File: src/rtl/seq_alu_acc.sv
// seq_alu_acc: accumulator ALU with a start/busy/done handshake.
// Operand A comes from the port, operand B is the low DATA_W bits of the
// accumulator. Single-cycle ops complete on the accepting edge. Multiply is a
// DATA_W-iteration shift-add that works on operands latched at the start.
module seq_alu_acc #(
    parameter int DATA_W   = 4,
    parameter int ACC_W    = 8,
    parameter int SATURATE = 0
) (
    input  logic              clock,
    input  logic              reset,
    input  logic              start,
    input  logic [2:0]        func,
    input  logic [DATA_W-1:0] a,
    output logic              busy,
    output logic              done,
    output logic              ovf,
    output logic [ACC_W-1:0]  acc_q
);

    localparam int          CNT_W   = $clog2(DATA_W + 1);
    localparam int          PROD_W  = 2 * DATA_W;
    localparam logic [31:0] ACC_W_U = ACC_W;

    typedef enum logic {
        IDLE = 1'b0,
        MUL  = 1'b1
    } state_t;

    state_t              state_q, state_d;
    logic [ACC_W-1:0]    acc_d;
    logic                busy_q, busy_d;
    logic                done_q, done_d;
    logic                ovf_q, ovf_d;
    logic [PROD_W-1:0]   mcand_q, mcand_d;
    logic [DATA_W-1:0]   mplier_q, mplier_d;
    logic [PROD_W-1:0]   prod_q, prod_d;
    logic [CNT_W-1:0]    cnt_q, cnt_d;

    logic [DATA_W-1:0]   op_b;
    logic [ACC_W-1:0]    b_ext;
    logic [ACC_W:0]      acc_sum;
    logic                shift_oob;
    logic [ACC_W-1:0]    alu_res;
    logic                alu_carry;
    logic [PROD_W-1:0]   prod_step;

    assign op_b      = acc_q[DATA_W-1:0];
    assign b_ext     = ACC_W'(op_b);
    // Carry-out of the accumulate is the extra top bit of a one-wider sum.
    assign acc_sum   = {1'b0, acc_q} + (ACC_W + 1)'(a);
    // Shift distances at or beyond the accumulator width flush to zero.
    assign shift_oob = (32'(a) >= ACC_W_U);
    // One shift-add iteration: add the shifted multiplicand when the current
    // multiplier LSB is set.
    assign prod_step = prod_q + (mplier_q[0] ? mcand_q : '0);

    assign busy = busy_q;
    assign done = done_q;
    assign ovf  = ovf_q;

    // Single-cycle ALU result for every opcode except multiply.
    always_comb begin
        alu_res   = '0;
        alu_carry = 1'b0;
        case (func)
            3'b001: alu_res[PROD_W-1:0] = {a | op_b, a ^ op_b};
            3'b010: alu_res[DATA_W:0]   = {1'b0, a} + {1'b0, op_b};
            3'b011: begin
                alu_carry = acc_sum[ACC_W];
                if (acc_sum[ACC_W] && (SATURATE != 0)) begin
                    alu_res = '1;
                end else begin
                    alu_res = acc_sum[ACC_W-1:0];
                end
            end
            3'b100: alu_res[DATA_W:0]   = {1'b0, a} + (DATA_W + 1)'(1);
            3'b101: alu_res[0]          = |{a, op_b};
            3'b110: alu_res = shift_oob ? '0 : (b_ext << a);
            3'b111: alu_res = shift_oob ? '0 : (b_ext >> a);
            default: alu_res = '0;
        endcase
    end

    // Next-state logic: accept requests in IDLE, iterate the multiplier in MUL.
    always_comb begin
        state_d  = state_q;
        acc_d    = acc_q;
        busy_d   = busy_q;
        done_d   = 1'b0;
        ovf_d    = ovf_q;
        mcand_d  = mcand_q;
        mplier_d = mplier_q;
        prod_d   = prod_q;
        cnt_d    = cnt_q;
        case (state_q)
            IDLE: begin
                if (start) begin
                    if (func == 3'b000) begin
                        mcand_d  = PROD_W'(a);
                        mplier_d = op_b;
                        prod_d   = '0;
                        cnt_d    = CNT_W'(DATA_W);
                        busy_d   = 1'b1;
                        state_d  = MUL;
                    end else begin
                        acc_d  = alu_res;
                        done_d = 1'b1;
                        if (func == 3'b011) begin
                            ovf_d = alu_carry;
                        end
                    end
                end
            end
            MUL: begin
                prod_d   = prod_step;
                mcand_d  = mcand_q << 1;
                mplier_d = mplier_q >> 1;
                cnt_d    = cnt_q - CNT_W'(1);
                if (cnt_q == CNT_W'(1)) begin
                    acc_d   = ACC_W'(prod_step);
                    busy_d  = 1'b0;
                    done_d  = 1'b1;
                    state_d = IDLE;
                end
            end
            default: state_d = IDLE;
        endcase
    end

    // State and datapath registers; reset discards any multiply in flight.
    always_ff @(posedge clock) begin
        if (reset) begin
            state_q  <= IDLE;
            acc_q    <= '0;
            busy_q   <= 1'b0;
            done_q   <= 1'b0;
            ovf_q    <= 1'b0;
            mcand_q  <= '0;
            mplier_q <= '0;
            prod_q   <= '0;
            cnt_q    <= '0;
        end else begin
            state_q  <= state_d;
            acc_q    <= acc_d;
            busy_q   <= busy_d;
            done_q   <= done_d;
            ovf_q    <= ovf_d;
            mcand_q  <= mcand_d;
            mplier_q <= mplier_d;
            prod_q   <= prod_d;
            cnt_q    <= cnt_d;
        end
    end

endmodule

File: config.mk
export PLATFORM = sky130hd
export DESIGN_NAME = seq_alu_acc
export DESIGN_NICKNAME = d
export VERILOG_FILES = /design/src/rtl/seq_alu_acc.sv
export SDC_FILE = /design/constraint.sdc
export NUM_CORES = 1
export LEC_CHECK = 0
export ABC_CLOCK_PERIOD_IN_PS = 3400
export CAP_MARGIN = 20
export CORE_MARGIN = 3
export CORE_UTILIZATION = 28
export CTS_CLUSTER_DIAMETER = 40
export DETAILED_ROUTE_END_ITERATION = 8
export RECOVER_POWER = 100
export SETUP_SLACK_MARGIN = 0.05
export SLEW_MARGIN = 40
export SYNTH_ARGS = -nofsm -noshare
export SYNTH_HDL_FRONTEND = slang
export SYNTH_SLANG_ARGS = --single-unit
File: constraint.sdc
create_clock -name clock -period 3.4 [get_ports clock]
set_input_delay 0.68 -clock clock [delete_from_list [all_inputs] [get_ports clock]]
set_output_delay 0.68 -clock clock [all_outputs]
set_load 0.02 [all_outputs]
==> impl_summary.md, run 1 <==
Power and ir drop
The leakage power is 1.24 nW. Net switching is 25.8% of the power. Cell internal power was estimated by the tool at 0.786 mW.

The power after layout is 1.06 mW. Of the total power, the clock network draws 42.1%. Per report_power, the sequential group accounts for 41.2% of the total. In this run the power spent charging and discharging nets is 0.273 mW. The share of power burned in combinational logic is 16.7%.

The power density of the placed cells is 326 nW/um2. The worst-case IR drop observed on VDD is 0.000194 V.

Global route
In the global route stage, met1 resource usage came out at 18.5%. The pin count of the biggest net entering global routing is 35. The global-route wire length before repair is 12,600 um. The remaining global-route overflow is 0.

Global routing consumed, over all layers together, 13.7% of the routing resources. For met2 alone, demand over resource in global routing was 21.5%. The number of global-route vias before repair came to 2,550. The busiest layer in global routing is met2. The initial antenna violation count was 0. The fraction of met3 tracks used by global routing is 3.61%.

Setup path
The kind of capture point of the worst setup path is a register. The worst setup path is launched from a primary input. The largest single stage delay on the critical path is 550 ps.

In this run the critical register-to-register path is launched from state_q. The reg-to-reg critical path endpoint is acc_q[7]. Of all nets on the critical path, the largest fanout is 3. Counting cells, the worst reg-to-reg path comes to 5. Data on the critical path is required at its endpoint by 3570 ps.

The slowest stage of the critical path belongs to the cell dlygate4sd3_1. The critical path is of the primary input to register type. The slack of the worst reg-to-reg path is 800 ps.

The critical path goes through dlygate4sd3_1 -> ha_1 -> inv_1 -> fa_1 -> nand2b_1 -> a21oi_1 -> xnor2_1 -> a2111oi_0 -> o22ai_1. Data arrives at the worst endpoint at 3060 ps.

Run
The number of max-cap violations is 0.

Layout
The share of post-route cells with drive strength above 1 is 9.12%. The repair_antennas step left the layout with diodes totalling 0. The number of fill cells is 993.

The fraction of the core area covered by cells at the end of the flow is 34.6%. The area growth from synthesis to layout is 17.5%. The finished layout holds 502 standard cells, fillers aside.

The count of nets after finishing is 405. The cell area after layout is 3250 um2.

Synth
The number of synthesized register bits is 35. The cell count after synthesis came out at 351. The synthesized area per cell is 7.89 um2. In this run, distinct cell masters in the synthesized netlist total 56.

The area of the mapped netlist is 2770 um2. The post-synthesis async set-or-reset flop share is 0%. Yosys mapped a number of flops with a built-in enable equal to 0.

For this run, the number of Yosys warnings is 0. The most instantiated flip-flop cell in the synthesis netlist is dfxtp_1. The sequential area share after synthesis is 25.3%. Synthesis produced a netlist with a net count of 384.

Drt
The routed via count divided by cell count is 5.35. After detailed routing, the number of remaining DRC violations is 0. The first TritonRoute pass finished after 4 iterations. The number of nets with antenna violations after routing is 0. The final wirelength is 7520 um. The number of design-rule violations left by the first detailed-router iteration is 260.

The routed layout has 2,685 vias. Dividing the detail-routed wire length by the instance count gives 15.0 um.

Clock tree
Clock tree synthesis found a total of 35 sinks. The H-tree generated during clock tree synthesis spans 2 levels. The post-cts sizing count is 0. In this run the clock root is driven by a clkbuf_8. After clock tree synthesis, the clock-pin slew on the worst setup and hold paths is 80 ps. Clock latency on the worst-skew pair, taken at its later pin, is 290 ps. TritonCTS built the clock tree. The quantity of hold-fixing buffers added after cts is 0. Post-CTS timing repair inserted 0 buffers for setup. In this run the deepest clock path goes through 2 buffers. Buffers inserted during clock tree synthesis total 5.

Floorplanning
The floorplan step set the die width to 105 um. The die area is 11,100 um2. In this run the standard cell core region covers 9420 um2. In this run the count of I/O pins placed on the die edge is 21. The floorplan die height is 105 um.

Once the floorplan was initialized, standard cells occupied 29.4% of the core. The initialized floorplan defines 35 standard-cell rows.

STA
The number of pins exceeding their max-slew limit in the final report is 0. The count of endpoints failing setup in the final report is 0. Final hold analysis gives a worst-case slack of 462 ps.

The worst-case clock skew is 10.3 ps. The worst pin sits at a relative slew slack of 30.2%. The final hold violation count is 0. In the post-route analysis, the smallest setup slack over all paths is 514 ps. Of the available clock period, the critical path in the final layout requires 84.9%. The peak clock frequency supported by timing is 346 MHz. Setup repair after global routing left no endpoint under its margin.

For the pin with the worst max-slew slack, the measured transition is 1040 ps. Setup total negative slack on the finished layout was measured at 0 ps. The routed design could run at a clock period as short as 2890 ps.

Placement
Including well taps, the total number of placed cells is 494. The placement-stage cell area is 3150 um2. The wire-length estimate of the detail-placed layout is 5460 um. OpenSTA, run right after detailed placement, puts the worst setup slack at 316 ps. The congestion estimate from routability-driven global placement came to 0.916. The number of buffers added on ports is 20.

Worst hold path
The worst hold path terminates at mcand_q[5]. The worst hold path begins at mcand_q[4]. In this run the worst hold path is classified as register to register. Along the worst hold path, the cell count comes to 2.

Status
The run finished with clean final reports.
## power groups by stage
stage	registers, mW	logic [mW]	clock network, mW
global route	0.439	0.195	0.476
detailed placement	0.447	0.179	0
global placement	0.446	0.178	0
CTS	0.437	0.180	0.456
floorplan	0.445	0.112	0
finish	0.436	0.177	0.446
## worst max-delay path by stage
stage | from | to | slack [ps] | depth (start not counted)
after global placement | a[1] | acc_q[7] | 410 | 9
after CTS | a[0] | acc_q[4] | 620 | 9
after global routing | func[0] | acc_q[1] | 240 | 6
after floorplan | a[0] | acc_q[4] | 1090 | 8
final | a[0] | acc_q[4] | 510 | 9
after detailed placement | a[0] | acc_q[4] | 320 | 9
## flip-flops by register name, indices dropped and copies added, names as in the netlist
| register | count |
|---|---|
| acc_q | 8 |
| mcand_q | 8 |
| prod_q | 8 |
| mplier_q | 4 |
| cnt_q | 3 |
| busy | 1 |
| done | 1 |
| ovf | 1 |
| state_q | 1 |
## cell type report
cell class,count,area [um2],area share [%]
clock buffer,6,72.6,2.23
clock inverter,2,60.1,1.85
inverter,18,67.6,2.08
multi-input combinational,281,1910,58.8
sequential,35,701,21.5
tap,129,161,4.96
timing repair buffer,31,279,8.57
## cell usage after synthesis, drive strengths merged (2+ instances only)
cell type	number	area (um2)
nor4b	3	26.3
nand2b	8	50.1
mux2i	12	120
buf	7	35.0
nor2b	5	31.3
nand3b	8	60.1
o211ai	3	22.5
a211oi	6	45.0
nor2	34	128
o31ai	2	15.0
o21ai	10	53.8
or4	2	18.8
and2	7	43.8
a31oi	2	12.5
xnor2	6	52.6
fa	2	40.0
a21o	3	22.5
nor3b	3	22.5
nand3	16	80.1
nor4	3	18.8
nor3	15	80.1
o221ai	3	26.3
o22ai	8	50.1
o32ai	2	17.5
ha	21	263
mux2	11	124
a22oi	4	30.0
inv	18	67.6
nand2	31	119
a2111oi	3	26.3
clkbuf	10	37.5
dfxtp	35	701
nand4b	2	17.5
a21oi	26	130
and3	3	18.8
## cells by family after synthesis
kind of cell    after synthesis  synth area share (%)
fa+ha+maj                    23                  10.9
mux                          24                  9.62
flops                        35                  25.3
xor+xnor                      7                  2.21
buf+inv                      35                  5.06
simple gates                145                  27.2
compound gates               82                  19.7
## per-layer routing
layer | share of wire (%) | vias to the layer above
li1 | - | 1331
met1 | 46 | 1270
met2 | 47 | 78
met3 | 5.8 | 6
met4 | 1.2 | 0
met5 | 0 | -
## layout by cell type, fill, tap and decap left out, types with 3 or more instances in the layout
cell type	count
dlygate4sd3_1	13
nand3b_1	8
a21oi_1	26
buf_4	10
o221ai_1	3
ha_1	21
nor3_1	15
nor4b_1	3
and2_1	7
a21o_1	3
xnor2_1	6
a22oi_1	4
clkbuf_8	5
nand2b_1	8
o22ai_1	8
nor2b_1	5
mux2i_1	12
a211oi_1	6
nor3b_1	3
a2111oi_0	3
nand3_1	16
mux2_2	11
dfxtp_1	35
inv_1	18
nor2_1	34
nor4_1	3
o211ai_1	3
and3_1	3
clkdlybuf4s50_1	7
o21ai_0	10
nand2_1	30
## critical path, delay by kind of cell
family	cells	cell delay, ps
buffers and inverters	2	620
AO/OA/AOI/OAI	3	820
adder cells (fa/ha/maj)	2	620
XOR/XNOR	1	110
AND/OR/NAND/NOR	1	200
(Power assumes the default switching activity.)
==> inputs of run 2 (changes only) <==
Settings changed: ABC_CLOCK_PERIOD_IN_PS 3400 to 2700.
Clock period 3.4 ns to 2.7 ns, I/O delays scaled along.
==> run 2 against run 1 <==
Clock skew is essentially flat. Combinational power grew 47%. First-iteration DRC count shrank 13%. Flip-flop and latch count is the same. Hold slack is essentially flat. Register-to-register slack lost 510 ps. Global-route usage grew 0.79 points. Via count grew 2.5%. Critical path type unchanged. Highest routed layer unchanged.
==> impl_summary.md, run 2 (synthesized netlist as in run 1, its figures left out) <==
STA
The smallest clock period supported by the final layout is computed as 2550 ps. In this run the tightest slew margin relative to its limit is 2.85%. The measured slew at the worst slew-check pin is 1460 ps. Setup repair after global routing left no endpoint under its margin. Derived from the worst setup path, the maximum achievable clock frequency is 393 MHz. The number of pins exceeding their max-slew limit in the final report came to 0.

The count of endpoints failing setup in the final report is 0. The worst path uses 94.3% of the clock period. The slack of the critical path is 154 ps.

The final hold violation count is 0. For the final database, setup skew stands at 10.1 ps. The aggregate negative setup slack is 0 ps.

Drt
The number of design-rule violations left by the first detailed-router iteration is 225. The count of unresolved DRC violations after routing is 0. Using the TritonRoute via totals, the vias-per-cell ratio works out to 5.33. The average routed wire per standard cell is 15.3 um. The number of search-and-repair iterations in the first detailed-routing pass is 4. Summing over every cut layer, the via total after detailed routing is 2,751. The number of nets with antenna violations after routing is 0. The final wirelength is 7910 um.

Setup path
The endpoint of the most critical setup path is acc_q[7]. The signal arrival time at the worst endpoint is 2720 ps. The critical path required time is 2870 ps. In this run the worst path has a maximum fanout of 3. The origin of the critical flop-to-flop path is mplier_q[0]. The most critical setup path has its startpoint at a[1]. The startpoint kind of the worst setup timing path is a primary input. The kind of capture point of the worst setup path is a register. For the worst flop-to-flop path, the logic depth is 7. In this run the register-to-register setup slack is 290 ps.

The type of the worst setup path is primary input to register. The reg-to-reg critical path endpoint is prod_q[6].

Layout
0 antenna diodes ended up in the layout. Summing all non-filler instances in the final layout gives an area of 3340 um2. The number of fill cells is 976. In the final layout, the multi-input gates occupy 1940 um2. The count of nets after finishing is 420. In the final layout, the share of cells above drive strength 1 is 13.7%.

The library cell used most frequently in the layout, excluding fill and tap cells, is dfxtp_1. The layout overhead on the synthesized area is 20.6%. The largest registers in the layout are acc_q (8), mcand_q (8), prod_q (8). In the layout the commonest cells are dfxtp_1 (35), nor2_1 (34), nand2_1 (30).

The sequential cell area is 701 um2.

Power and ir drop
IR analysis of the VDD net gives a maximum drop of 0.000143 V. The power density of the placed cells is 355 nW/um2. The analysis attributes to cell leakage a power of 1.30 nW.

Worst hold path
The worst hold-check path type is register to register.

Global route
The initial antenna violation count is 0. The pin count of the biggest net entering global routing is 43. The remaining global-route overflow is 0.

The global-route wire length before repair is 13,200 um. The number of global-route vias before repair is 2,594. The total routing resource utilization after global routing is 14.5%.

Floorplanning
In this run the count of I/O pins placed on the die edge is 21. The initial core utilization is 29.4%. The die is 105 um tall. The floorplan die width is 105 um. After floorplanning, the core was divided into 35 placement rows. The core region area is 9420 um2.

The die area is 11,100 um2.

Clock tree
The clock tree root buffer cell is clkbuf_8. The number of H-tree branching levels is 2. The number of buffers created by CTS is 5. TritonCTS built the clock tree. The clock edge transition at the registers on the reported setup and hold paths is 80 ps.

The clock latency of the later-clocked register in the worst-skew pair is 290 ps. Counting every sink on the clock net gives 35. The longest clock path from root to sink contains 2 buffers.

After clock tree synthesis, the flow added hold-fix buffers numbering 0.

Placement
The worst setup timing slack at the placement stage is -187 ps. The detailed-placement wirelength estimate is 5910 um. The placement-stage cell area is 3250 um2.

The placer's final routability congestion estimate is 0.920. The number of buffers added on ports is 20.

Run
Across the run, the number of max-cap violations was 0.

Status
The flow ran to the end, and the final reports show no timing, DRC or antenna violations.
run 2: where the power goes:
group          switching, mW  internal, mW
clock                  0.187         0.200
sequential            0.0108         0.528
combinational          0.149         0.111
run 2: worst max-delay path: stages:
cell	delay [ps]
dlygate4sd3_1	550
inv_1	90
ha_1	310
a211oi_1	90
nor3_1	380
mux2_2	380
o311ai_1	270
nand3_1	100
run 2: repair_timing:
action	CTS	global route
gates resized for setup	0	2
setup endpoints to repair	0	1
buffers inserted	0	0
run 2: cell type report:
class | count | share of cell area [%]
multi-input combinational | 281 | 57.9
clock inverter | 1 | 0.150
timing repair buffer | 46 | 11.6
sequential | 35 | 21.0
tap | 129 | 4.83
inverter | 18 | 2.02
clock buffer | 6 | 2.47
run 2: layer usage:
metal	vias to the layer above	routed length [um]	GRT usage (%)
li1	1347	-	-
met1	1331	3810	20.5
met2	66	3690	23.2
met3	7	341	2.08
met4	0	64	3.09
met5	-	0	0
run 2: how the worst min path moves through the flow:
stage / slack [ps] / start / depth (start not counted) / to
2_1_floorplan: 440 / mcand_q[3] / 2 / mcand_q[4]
3_3_place_gp: 450 / prod_q[3] / 2 / prod_q[3]
3_5_place_dp: 450 / prod_q[3] / 2 / prod_q[3]
4_1_cts: 460 / prod_q[3] / 2 / prod_q[3]
5_1_grt: 490 / prod_q[4] / 2 / prod_q[4]
6_report: 460 / prod_q[4] / 2 / prod_q[4]
run 2: metrics by stage:
stage	std cells	hold slack [ps]	total power [mW]	utilization (%)
after global placement	509	449	0.811	34.6
after CTS	516	463	1.20	35.5
after detailed placement	509	452	0.812	34.6
final	516	462	1.19	35.5
after global routing	516	491	1.25	35.5
after floorplan	351	437	0.701	-
